File: src/rtl/workgroup_pkg.sv
// Shared types and constants for the workgroup slot arbiter.
//   CFG_CPU_MAX   : default number of CPU slots
//   ACP_SLOT_IDX  : slot index of the ACP port (after the CPU slots)
//   WG_SLOT_TOTAL : CPU slots plus the ACP slot
//   CFG_ADDR_W / CFG_DATA_W : maximum address/data widths carried by the latched request
package workgroup_pkg;

   localparam int unsigned CFG_CPU_MAX   = 4;
   localparam int unsigned ACP_SLOT_IDX  = CFG_CPU_MAX;
   localparam int unsigned WG_SLOT_TOTAL = CFG_CPU_MAX + 1;
   localparam int unsigned CFG_ADDR_W    = 48;
   localparam int unsigned CFG_DATA_W    = 64;

   typedef enum logic [1:0] {
      IDLE = 2'd0,
      REQ  = 2'd1,
      RESP = 2'd2
   } wg_arb_state_type;

   // Request captured at grant time and replayed on the master port
   typedef struct packed {
      logic                  write;
      logic [CFG_ADDR_W-1:0] addr;
      logic [CFG_DATA_W-1:0] wdata;
   } wg_arb_req_type;

endpackage

File: src/rtl/wg_rr_picker.sv
// Round-robin picker: returns the first set bit of req_i at or after ptr_i,
// searching upward and wrapping from N-1 to 0. Purely combinational.
//   req_i     : request mask
//   ptr_i     : search start index (must be < N)
//   win_c_o   : winning index (0 when nothing requested)
//   any_c_o   : at least one request bit set
module wg_rr_picker #(
   parameter int unsigned N  = 4,
   parameter int unsigned IW = (N > 1) ? $clog2(N) : 1
) (
   input  logic [N-1:0]  req_i,
   input  logic [IW-1:0] ptr_i,
   output logic [IW-1:0] win_c_o,
   output logic          any_c_o
);

   int unsigned   pos;
   logic [IW-1:0] sel;

   // Scan offsets from farthest to nearest so the nearest hit is written last
   always_comb begin
      win_c_o = '0;
      any_c_o = 1'b0;
      pos     = 0;
      sel     = '0;
      for (int unsigned j = 0; j < N; j++) begin
         pos = 32'(ptr_i) + (N - 1 - j);
         if (pos >= N) pos = pos - N;
         sel = IW'(pos);
         if (req_i[sel]) begin
            win_c_o = sel;
            any_c_o = 1'b1;
         end
      end
   end

endmodule

File: src/rtl/wg_slot_arbiter.sv
// Arbiter for the workgroup's shared downstream port: NCPU CPU slots plus one
// ACP slot (index NCPU). One non-split transaction at a time: grant in IDLE,
// present the latched request in REQ, route the response back in RESP.
//   i_req_*      : per-slot request inputs, o_req_ready one-hot accept
//   o_resp_*     : response strobe to the owner, shared data/error
//   o_mst_req_*  : registered request toward the master port
//   i_mst_*      : master handshake and response
//   o_owner/o_busy : current owner and non-IDLE indication
module wg_slot_arbiter
   import workgroup_pkg::*;
#(
   parameter int unsigned NCPU         = 4,
   parameter int unsigned abits        = 48,
   parameter int unsigned dbits        = 64,
   parameter int unsigned ACP_PRIORITY = 0,
   parameter int unsigned STARVE_LIMIT = 8
) (
   input  logic                            i_clk,
   input  logic                            i_nrst,
   input  logic [NCPU:0]                   i_req_valid,
   output logic [NCPU:0]                   o_req_ready,
   input  logic [NCPU:0]                   i_req_write,
   input  logic [(NCPU+1)*abits-1:0]       i_req_addr,
   input  logic [(NCPU+1)*dbits-1:0]       i_req_wdata,
   output logic [NCPU:0]                   o_resp_valid,
   output logic [dbits-1:0]                o_resp_rdata,
   output logic                            o_resp_err,
   output logic                            o_mst_req_valid,
   input  logic                            i_mst_req_ready,
   output logic                            o_mst_req_write,
   output logic [abits-1:0]                o_mst_req_addr,
   output logic [dbits-1:0]                o_mst_req_wdata,
   input  logic                            i_mst_resp_valid,
   input  logic [dbits-1:0]                i_mst_resp_rdata,
   input  logic                            i_mst_resp_err,
   output logic [$clog2(NCPU+1)-1:0]       o_owner,
   output logic                            o_busy
);

   localparam int unsigned NSLOT = NCPU + 1;
   localparam int unsigned SW    = $clog2(NSLOT);
   localparam int unsigned CW    = (NCPU > 1) ? $clog2(NCPU) : 1;
   localparam int unsigned STW   = 8;

   wg_arb_state_type state_q, state_d;
   logic [SW-1:0]    rr_ptr_q, rr_ptr_d;
   logic [STW-1:0]   starve_cnt_q, starve_cnt_d;
   logic [SW-1:0]    owner_q, owner_d;
   wg_arb_req_type   req_q, req_d;

   logic [SW-1:0]    winner;
   logic             any_req;
   logic             cpu_pend;
   logic [NSLOT-1:0] req_ready_c;
   logic [NSLOT-1:0] resp_valid_c;
   logic             resp_fire;

   assign cpu_pend = |i_req_valid[NCPU-1:0];

   // Winner selection: plain round-robin, or ACP-first bounded by the starvation guard
   if (ACP_PRIORITY == 0) begin : g_rr
      wg_rr_picker #(.N(NSLOT)) u_pick (
         .req_i   (i_req_valid),
         .ptr_i   (rr_ptr_q),
         .win_c_o (winner),
         .any_c_o (any_req)
      );
   end else begin : g_acp
      logic [CW-1:0] cpu_win;
      logic          cpu_any;
      logic          acp_win;

      wg_rr_picker #(.N(NCPU)) u_pick (
         .req_i   (i_req_valid[NCPU-1:0]),
         .ptr_i   (CW'(rr_ptr_q)),
         .win_c_o (cpu_win),
         .any_c_o (cpu_any)
      );

      assign acp_win = i_req_valid[NCPU] &
                       (!cpu_any || (starve_cnt_q < STW'(STARVE_LIMIT)));
      assign winner  = acp_win ? SW'(NCPU) : SW'(cpu_win);
      assign any_req = i_req_valid[NCPU] | cpu_any;
   end

   // State register
   always_ff @(posedge i_clk or negedge i_nrst) begin
      if (!i_nrst) begin
         state_q      <= IDLE;
         rr_ptr_q     <= '0;
         starve_cnt_q <= '0;
         owner_q      <= '0;
         req_q        <= '0;
      end else begin
         state_q      <= state_d;
         rr_ptr_q     <= rr_ptr_d;
         starve_cnt_q <= starve_cnt_d;
         owner_q      <= owner_d;
         req_q        <= req_d;
      end
   end

   // Next-state and slot-side handshakes
   always_comb begin
      state_d      = state_q;
      rr_ptr_d     = rr_ptr_q;
      starve_cnt_d = starve_cnt_q;
      owner_d      = owner_q;
      req_d        = req_q;
      req_ready_c  = '0;
      resp_valid_c = '0;

      unique case (state_q)
         IDLE: begin
            if (any_req) begin
               req_ready_c[winner] = 1'b1;
               owner_d             = winner;
               for (int unsigned k = 0; k < NSLOT; k++) begin
                  if (winner == SW'(k)) begin
                     req_d.write = i_req_write[k];
                     req_d.addr  = CFG_ADDR_W'(i_req_addr[k*abits +: abits]);
                     req_d.wdata = CFG_DATA_W'(i_req_wdata[k*dbits +: dbits]);
                  end
               end
               // In ACP mode the pointer tracks CPU slots only, so ACP grants leave it alone
               if (ACP_PRIORITY == 0) begin
                  rr_ptr_d = (winner == SW'(NSLOT - 1)) ? '0 : winner + SW'(1);
               end else if (winner != SW'(NCPU)) begin
                  rr_ptr_d = (winner == SW'(NCPU - 1)) ? '0 : winner + SW'(1);
               end
               if ((ACP_PRIORITY != 0) && (winner == SW'(NCPU)) && cpu_pend) begin
                  starve_cnt_d = (starve_cnt_q < STW'(STARVE_LIMIT)) ?
                                 starve_cnt_q + STW'(1) : starve_cnt_q;
               end else begin
                  starve_cnt_d = '0;
               end
               state_d = REQ;
            end
         end
         REQ: begin
            if (i_mst_req_ready) state_d = RESP;
         end
         RESP: begin
            if (i_mst_resp_valid) begin
               resp_valid_c[owner_q] = 1'b1;
               state_d               = IDLE;
            end
         end
         default: state_d = IDLE;
      endcase
   end

   // Response data is only passed through while a response is actually delivered
   assign resp_fire       = (state_q == RESP) && i_mst_resp_valid;

   assign o_req_ready     = req_ready_c;
   assign o_resp_valid    = resp_valid_c;
   assign o_resp_rdata    = resp_fire ? i_mst_resp_rdata : '0;
   assign o_resp_err      = resp_fire & i_mst_resp_err;
   assign o_mst_req_valid = (state_q == REQ);
   assign o_mst_req_write = req_q.write;
   assign o_mst_req_addr  = req_q.addr[abits-1:0];
   assign o_mst_req_wdata = req_q.wdata[dbits-1:0];
   assign o_owner         = owner_q;
   assign o_busy          = (state_q != IDLE);

endmodule

File: config.mk
export PLATFORM = sky130hd
export DESIGN_NAME = wg_slot_arbiter
export DESIGN_NICKNAME = d
export VERILOG_FILES = /design/src/rtl/workgroup_pkg.sv /design/src/rtl/wg_rr_picker.sv /design/src/rtl/wg_slot_arbiter.sv
export SDC_FILE = /design/constraint.sdc
export NUM_CORES = 1
export LEC_CHECK = 0
export BUFFER_PORTS_ARGS = -buffer_cell sky130_fd_sc_hd__clkbuf_2
export CAP_MARGIN = 20
export CORE_AREA = 2 2 326 328
export CTS_CLUSTER_DIAMETER = 100
export DETAILED_ROUTE_END_ITERATION = 10
export DIE_AREA = 0 0 328 330
export GPL_TIMING_DRIVEN = 1
export SLEW_MARGIN = 5
export SYNTH_ARGS = -nofsm -noshare
export SYNTH_HDL_FRONTEND = slang
export SYNTH_SLANG_ARGS = --single-unit
File: constraint.sdc
create_clock -name i_clk -period 8.6 [get_ports i_clk]
set_input_delay 0 -clock i_clk [delete_from_list [all_inputs] [get_ports i_clk]]
set_output_delay 0 -clock i_clk [all_outputs]
set_load 0.005 [all_outputs]
==> impl_metrics.ini <==
[global_route]
grt_use_met3_pct = 5.30
grt_max_degree = 131
grtUsageMet2_pct = 19.7
overflow = 0
grt_pass1_vias = 15500
grtUsageTotal_pct = 13.6
grt_pass1_wl_um = 106000
use_met1_pct = 17.8
top_usage_layer = met2
antenna_found_initial = 17

[flow_run]
cap_violations = 0

[logic_synthesis]
netlist_top_cells_count = nor2_1, nand2_1, dfrtp_1
avgSynthCellArea_um2 = 7.53
yosysTopAreaCellShare_pct = 26.1
yosysWarnings = 0
synth_seq_cells = 121
synthFlopType = dfrtp_1
synth_edf_count = 0
synth_cells = 1539
netlist_area_um2 = 11600
synthArstFlopShare_pct = 100
synthDistinctLibCells = 64
synth_nets = 2191
synth-seq-area-share_pct = 26.1
synth_area_leaders = dfrtp_1, nor2_1, a221oi_2
synth.most_common_cell = nor2_1
synth_top_cell_by_area = dfrtp_1

[place]
port_buffers = 831
pre_cts_ws_ps = 1460
placedCellCount = 3633
place_hpwl_um = 57700
gp_congestion = 0.942
place_area_um2 = 17000

[critical_path]
worstSetupPathType = reg -> reg
critPathCaptureType = flop
arrival_ps = 8240
cp_data_required_time_ps = 9030
startpoint_type = flop
worst-path-max-fanout = 46

[final_layout]
stdcell_count = 3904
nNetsFinal = 3142
regArea_um2 = 3030
final_cell_area_um2 = 19900
fillCellCount = 11800
area_delta_synth_final_pct = 72.0
drive_gt1_share_pct = 41.3
multiInputGateArea_um2 = 7790

[clocking]
clock_path_buffers = 2
cts-buffers-inserted = 17
cts_root_buf = clkbuf_16
clkTransAtPathRegs_ps = 70
clock_latency_ps = 490
cts_tree = done
htreeDepth = 4
ctsResizeCount = 0
cts_num_sinks = 121

[floorplan]
dieWidth_um = 328
rows = 119
die_h_um = 330
start_util_pct = 11.1
ios = 832
core_area_um2 = 105000
die_area_um2 = 108000

[timing]
hold_viol_final = 0
min_period_over_period_pct = 90.8
tns_ps = 0
drv_slew = 0
period_minus_slack_ps = 7810
max_slew_margin_pct = 35.2
max_freq_mhz = 128
fin_skew_ps = 15.5
rsz0062_at_grt = false
fin_ws_ps = 792
finalSetupViolCount = 0
worst_slew_pin_slew_ps = 973

[route]
drc = 0
vias = 15800
drtIter0Drc = 1111
ant_nets = 0
dr.pass1.iters = 6
viasPerCell = 4.04
wl_per_cell_um = 19.7
wirelength_um = 76900

[run_status]
outcome = complete, no violations

[worst_hold_path]
min_path_type = in -> async
-- path summary, 6_finish.rpt --
check / from / end / slack, ps / cells past startpoint
setup / recovery: rr_ptr_q[0]$_DFFE_PN0P_ / o_mst_req_wdata[49]$_DFFE_PN0P_ / 790 / 19
hold / removal: i_nrst / o_mst_req_addr[11]$_DFFE_PN0P_ / 120 / 2
setup reg to reg: rr_ptr_q[0]$_DFFE_PN0P_ / o_mst_req_wdata[49]$_DFFE_PN0P_ / 790 / 19
hold reg to reg: o_mst_req_wdata[43]$_DFFE_PN0P_ / o_mst_req_wdata[43]$_DFFE_PN0P_ / 490 / 2
max in group asynchronous: i_nrst / o_mst_req_wdata[24]$_DFFE_PN0P_ / 7080 / 3
min in group i_clk: i_req_wdata[235] / o_mst_req_wdata[43]$_DFFE_PN0P_ / 200 / 4
-- routing by layer --
metal / vias up / part of all wire, %
met5: - / 0.14
met4: 16 / 3.4
met3: 114 / 10
met2: 806 / 43
met1: 7502 / 44
li1: 7352 / -
-- metrics by stage --
stage               hold WS (ps)  util [%]
finish                       118      19.0
CTS                          118      19.0
global placement             114      16.3
floorplan                   -296         -
global route                 186      19.0
detailed placement           113      16.3
-- critical path, cell delays in order, from the launching register on --
cell and delay [ps]:
dfrtp_1 960, inv_1 410, ha_1 340, ha_1 410
a21oi_2 280, nor3_1 70, or4_4 580, o21ai_0 370
a21boi_0 150, a211oi_1 260, o21ai_1 270, inv_1 220
ha_4 510, or2_4 630, buf_4 460, nor2_1 80
nor3_1 510, a221oi_1 290, o31ai_1 300, dlygate4sd3_1 580
-- logic make-up after synthesis --
kind of cell	Yosys count	share of synthesized area, %
AO/OA/AOI/OAI	394	30.5
XOR/XNOR	5	0.378
adder cells (fa/ha/maj)	13	1.47
buffers and inverters	169	7.22
flip-flops	121	26.1
multiplexers	9	0.907
AND/OR/NAND/NOR	828	33.4
-- layout make-up --
class / instances / area share, %
clock inverters: 11 / 0.615
clock buffers: 20 / 2.34
repair buffers: 1084 / 33.6
flip-flops and latches: 121 / 15.2
inverters: 17 / 0.333
multi-input cells: 1249 / 39.1
diodes: 11 / 0.138
well taps: 1391 / 8.73
-- cell usage in the layout, fill, tap and decap left out, types with 5 or more instances in the layout --
cell / n
a21oi_1: 7
a221oi_1: 43
a221oi_2: 71
and2_1: 66
and3_1: 6
buf_12: 5
buf_4: 20
clkbuf_16: 17
clkbuf_2: 830
dfrtp_1: 121
diode_2: 11
dlygate4sd3_1: 228
ha_1: 10
inv_1: 16
mux2i_1: 6
nand2_1: 130
nand2b_1: 8
nand3_1: 5
nor2_1: 355
nor2b_1: 115
nor3_1: 116
o21ai_0: 56
o21ai_1: 68
o31ai_1: 65
o31ai_2: 51
-- registers in the layout, indices dropped and copies added (netlist names) --
name / cells
o_mst_req_addr: 48
o_mst_req_wdata: 64
o_mst_req_write: 1
o_owner: 3
rr_ptr_q: 3
state_q: 2
-- repair_timing --
action,in CTS,in global routing
buffers inserted,0,0
hold buffers,228,0
endpoints found under the hold margin,184,0
Power is not shown: default switching activity piles up to over one toggle a cycle in this logic, so the estimate is an artifact.
